## src/rtl/if_stage.sv

```systemverilog
// Instruction-fetch stage: assembles each 32-bit instruction from four little-endian
// byte reads and presents it to IF/ID, honouring downstream stalls and EX redirects.
module if_stage #(
    parameter logic [31:0] RESET_PC = 32'h0000_0000
) (
    input  logic        clk,
    input  logic        rst,
    input  logic        stall_i,
    input  logic        branch_flag_i,
    input  logic [31:0] branch_target_i,
    output logic        mem_req_o,
    output logic [31:0] mem_addr_o,
    input  logic        mem_ready_i,
    input  logic [7:0]  mem_rdata_i,
    output logic [31:0] if_pc_o,
    output logic [31:0] if_inst_o,
    output logic        if_valid_o
);

    typedef enum logic [2:0] {
        ST_B0  = 3'd0,
        ST_B1  = 3'd1,
        ST_B2  = 3'd2,
        ST_B3  = 3'd3,
        ST_OUT = 3'd4
    } state_t;

    state_t      r_state;
    logic [31:0] r_pc;
    logic [23:0] r_buf;

    logic [31:0] w_byte_off;
    logic [31:0] w_target;

    // Masking keeps every target bit in use while forcing word alignment.
    assign w_target = branch_target_i & 32'hFFFF_FFFC;

    // Byte offset of the current request within the word being fetched.
    always_comb begin
        w_byte_off = 32'd0;
        case (r_state)
            ST_B0:   w_byte_off = 32'd0;
            ST_B1:   w_byte_off = 32'd1;
            ST_B2:   w_byte_off = 32'd2;
            ST_B3:   w_byte_off = 32'd3;
            ST_OUT:  w_byte_off = 32'd0;
            default: w_byte_off = 32'd0;
        endcase
    end

    assign mem_addr_o = r_pc + w_byte_off;
    assign mem_req_o  = (~rst) & (r_state != ST_OUT);

    // Fetch sequencer: byte collection, word presentation, redirect and reset.
    always_ff @(posedge clk) begin
        if (rst) begin
            r_pc       <= RESET_PC;
            r_state    <= ST_B0;
            r_buf      <= 24'd0;
            if_pc_o    <= 32'd0;
            if_inst_o  <= 32'd0;
            if_valid_o <= 1'b0;
        end else if (branch_flag_i) begin
            // Redirect beats stall and any word completing this cycle.
            r_pc       <= w_target;
            r_state    <= ST_B0;
            r_buf      <= 24'd0;
            if_pc_o    <= 32'd0;
            if_inst_o  <= 32'd0;
            if_valid_o <= 1'b0;
        end else begin
            case (r_state)
                ST_B0: begin
                    if (mem_ready_i) begin
                        r_buf[7:0] <= mem_rdata_i;
                        r_state    <= ST_B1;
                    end
                end
                ST_B1: begin
                    if (mem_ready_i) begin
                        r_buf[15:8] <= mem_rdata_i;
                        r_state     <= ST_B2;
                    end
                end
                ST_B2: begin
                    if (mem_ready_i) begin
                        r_buf[23:16] <= mem_rdata_i;
                        r_state      <= ST_B3;
                    end
                end
                ST_B3: begin
                    if (mem_ready_i) begin
                        if_inst_o  <= {mem_rdata_i, r_buf};
                        if_pc_o    <= r_pc;
                        if_valid_o <= 1'b1;
                        r_pc       <= r_pc + 32'd4;
                        r_state    <= ST_OUT;
                    end
                end
                ST_OUT: begin
                    if (!stall_i) begin
                        if_inst_o  <= 32'd0;
                        if_pc_o    <= 32'd0;
                        if_valid_o <= 1'b0;
                        r_state    <= ST_B0;
                    end
                end
                default: begin
                    r_state    <= ST_B0;
                    if_valid_o <= 1'b0;
                end
            endcase
        end
    end

endmodule
```

## config.mk

```make
export PLATFORM = sky130hd
export DESIGN_NAME = if_stage
export DESIGN_NICKNAME = d
export VERILOG_FILES = /design/src/rtl/if_stage.sv
export SDC_FILE = /design/constraint.sdc
export NUM_CORES = 1
export LEC_CHECK = 0
export CAP_MARGIN = 15
export CORE_UTILIZATION = 51
export CTS_CLUSTER_DIAMETER = 120
export DETAILED_ROUTE_END_ITERATION = 10
export GPL_ROUTABILITY_DRIVEN = 0
export GPL_TIMING_DRIVEN = 0
export PLACE_DENSITY = 0.88
export SYNTH_ARGS = -nofsm -noshare
export SYNTH_HDL_FRONTEND = slang
export SYNTH_SLANG_ARGS = --single-unit
```

## constraint.sdc

```tcl
create_clock -name clk -period 4.7 [get_ports clk]
set_input_delay 0.47 -clock clk [delete_from_list [all_inputs] [get_ports clk]]
set_output_delay 0.47 -clock clk [all_outputs]
set_load 0.02 [all_outputs]
```

==> flow_summary.ini <==
[run_status]
outcome = finished, final reports clean

[grt]
track_usage_pct = 32.0
first_global_vias = 5054
grt_max_degree = 17
grt_antenna_before_repair = 0
grt_overflow = 0
grt_pass1_wl_mm = 25.0

[drt]
ant_nets = 0
drc_errors = 0
first_pass_iters = 7
wl_per_cell_um = 18.4
dr_total_vias = 5193
wl_mm = 15.8
viasPerCell = 6.05
drtIter0Drc = 320

[synthesis]
syn_inst = 560
yosysWarnings = 0
synth_area_leaders = dfxtp_1, a22oi_1, nor2_1
synth-seq-cells = 120
ys.flop_type = dfxtp_1
ys_seq_area_share_pct = 49.0
yosysTopAreaCellShare_pct = 49.0
synth_area_mm2 = 0.00490
syn_area_per_cell_um2 = 8.75
ys_types = 46
synth_top_cell_by_area = dfxtp_1
synth_edf_count = 0
ys_async_sr_fraction_pct = 0

[pwr]
vdd_drop_max_uv = 264
power_frac_clock_pct = 51.0
intPower_mw = 1.95
seq_power_share_pct = 41.2
power_leakage_nw = 2.38
power.share.combinational_pct = 7.8
p_sw_share_pct = 25.3
p_sw_uw = 659
p_per_area_mw_per_mm2 = 371

[cells_and_area]
n_fill_cell = 665
n_antenna_cell = 0
drive_gt1_share_pct = 5.89
syn_to_final_growth_pct = 43.6
layout_commonest_cell = clkdlybuf4s50_1
mostFrequentLayoutCells = clkdlybuf4s50_1, dfxtp_1, nor2_1
multi_input_area_mm2 = 0.00226
nNetsFinal = 763
utilization_pct = 75.8
regArea_mm2 = 0.00240

[worst_setup_path]
cp_data_arrival_time_ns = 1.99
regToRegSetupSlack_ns = 2.24
crit_chain = clkbuf_1 -> clkbuf_1 -> a21oi_1 -> clkdlybuf4s50_1
slowest_stage = clkdlybuf4s50_1
cp_slowest_stage_delay_ns = 0.58
path_max_fanout = 10
start_kind = input port
r2r-start = r_pc[3]
r2r_cells = 7
required_ns = 4.23
r2r_end = r_pc[28]
path_common_cell = clkbuf_1
path_class = in -> out
cp-end-kind = output port

[clocking]
cts-root-buf = clkbuf_8
clock_latency_ns = 0.53
cts_sinks = 120
cts.path.max_buffers = 2
cts_hold_buffers = 0
htree_levels = 4
cts_resized = 0
cts_buffers = 17
tritoncts = done
postCtsSetupRepairBufs = 0
cts.reportedPaths.clkPinSlew_ns = 0.06

[timing]
finClkSkew_ns = 0.00660
rsz0062_at_grt = no
max_freq_mhz = 406
fin_tns_setup_ns = 0
report.final.hold_viol_count = 0
maxSlewViolCount = 0
fin_crit_sh_pct = 52.4
period_needed_ns = 2.46
worst-slew-pin-transition_ns = 0.917
maxSlewHeadroom_pct = 38.6
finalSetupViolCount = 0
fin_ws_ns = 2.24

[floorplan]
start_util_pct = 52.8
die_w_um = 100
fp.dieH_um = 100
rows = 35
coreArea_mm2 = 0.00928
io_pins = 143
die_area_mm2 = 0.0100

[placement]
place_ws_ns = 2.03
numPortBuffers = 136
dpl.hpwl_mm = 10.4

[job]
max_cap_violations = 0

[hold_path]
hold-path-cell-count = 3
worstHoldStart = mem_ready_i
worstHoldPathType = in -> reg
min_to = r_state[0]
==> flip-flops by register name, indices dropped and copies added (netlist names) <==
signal	flops
r_buf	24
if_inst_o	32
r_state	3
if_valid_o	1
r_pc	30
if_pc_o	30
==> cell families (layout without fill, tap and decap cells) <==
logic type | Yosys count | after routing | synth area share [%]
DFF | 120 | 120 | 49.0
muxes | 8 | 8 | 1.63
AOI/OAI and AO/OA | 136 | 136 | 19.6
xor gates and xnor gates | 11 | 11 | 1.97
buffers and inverters | 57 | 226 | 4.85
other | 1 | 2 | 0.0766
and+or+nand+nor | 226 | 226 | 22.6
adders and majority gates | 1 | 1 | 0.255
==> worst max path at each step <==
stage                  from           to  slack, ns  cells after the start
floorplan           r_pc[2]     r_pc[28]       2.39                      7
finish                  rst    mem_req_o       2.24                      4
CTS                 r_pc[2]     r_pc[28]       2.26                      7
global placement    stall_i  if_pc_o[26]       2.23                      6
global route        r_pc[2]     r_pc[28]       2.12                      7
detailed placement  stall_i  if_pc_o[17]       2.03                      6
==> per-stage QoR <==
step | std cells | area [um2] | power [mW] | hold WS (ns)
final | 859 | 7030 | 2.61 | 0.278
after floorplan | 561 | 4900 | 1.18 | 0.437
after detailed placement | 826 | 6420 | 1.29 | 0.454
after global placement | 826 | 6420 | 1.28 | 0.447
after CTS | 858 | 7030 | 2.61 | 0.277
after global routing | 859 | 7030 | 2.68 | 0.287
==> synthesized netlist by cell type (2+ instances only) <==
cell,count
a211oi_1,10
a21oi_1,18
a221oi_1,2
a22oi_1,62
a311oi_1,11
a31oi_1,5
a32oi_1,2
and2_1,5
and3_1,6
and4_1,7
buf_4,4
clkbuf_1,42
dfxtp_1,120
inv_1,7
mux2i_1,8
nand2_1,46
nand3_1,15
nand4_1,17
nor2_1,95
nor2b_1,3
nor3_1,3
nor4_1,2
o2111a_1,2
o21ai_0,17
o31ai_1,4
or3_1,9
or4_1,10
xnor2_1,2
xor2_1,9
==> power groups by stage <==
stage | clock, mW | combinational (mW) | sequential, mW
floorplan | 0 | 0.0753 | 1.11
global placement | 0 | 0.192 | 1.09
detailed placement | 0 | 0.197 | 1.09
CTS | 1.33 | 0.200 | 1.07
global route | 1.38 | 0.216 | 1.08
finish | 1.33 | 0.204 | 1.08
==> worst max-delay path: cells and delay by family <==
kind            cells  cell delay, ns
compound gates      1            0.11
buf+inv             3            1.41
==> metal layers <==
layer | routed length, um | vias to the layer above | track usage [%]
met5 | 0 | - | 0
met4 | 602 | 0 | 16.7
met3 | 1540 | 64 | 8.15
met2 | 7580 | 340 | 54.0
met1 | 6120 | 2438 | 37.5
li1 | - | 2351 | -
==> area by class of cell <==
| type | count | share of cell area (%) |
|---|---|---|
| Buffer | 49 | 2.95 |
| Clock buffer | 17 | 5.89 |
| Clock inverter | 15 | 2.70 |
| Inverter | 8 | 0.427 |
| Multi-Input combinational cell | 384 | 32.2 |
| Sequential cell | 120 | 34.2 |
| Tap cell | 129 | 2.29 |
| Timing Repair Buffer | 137 | 19.4 |
(Power assumes the default switching activity.)
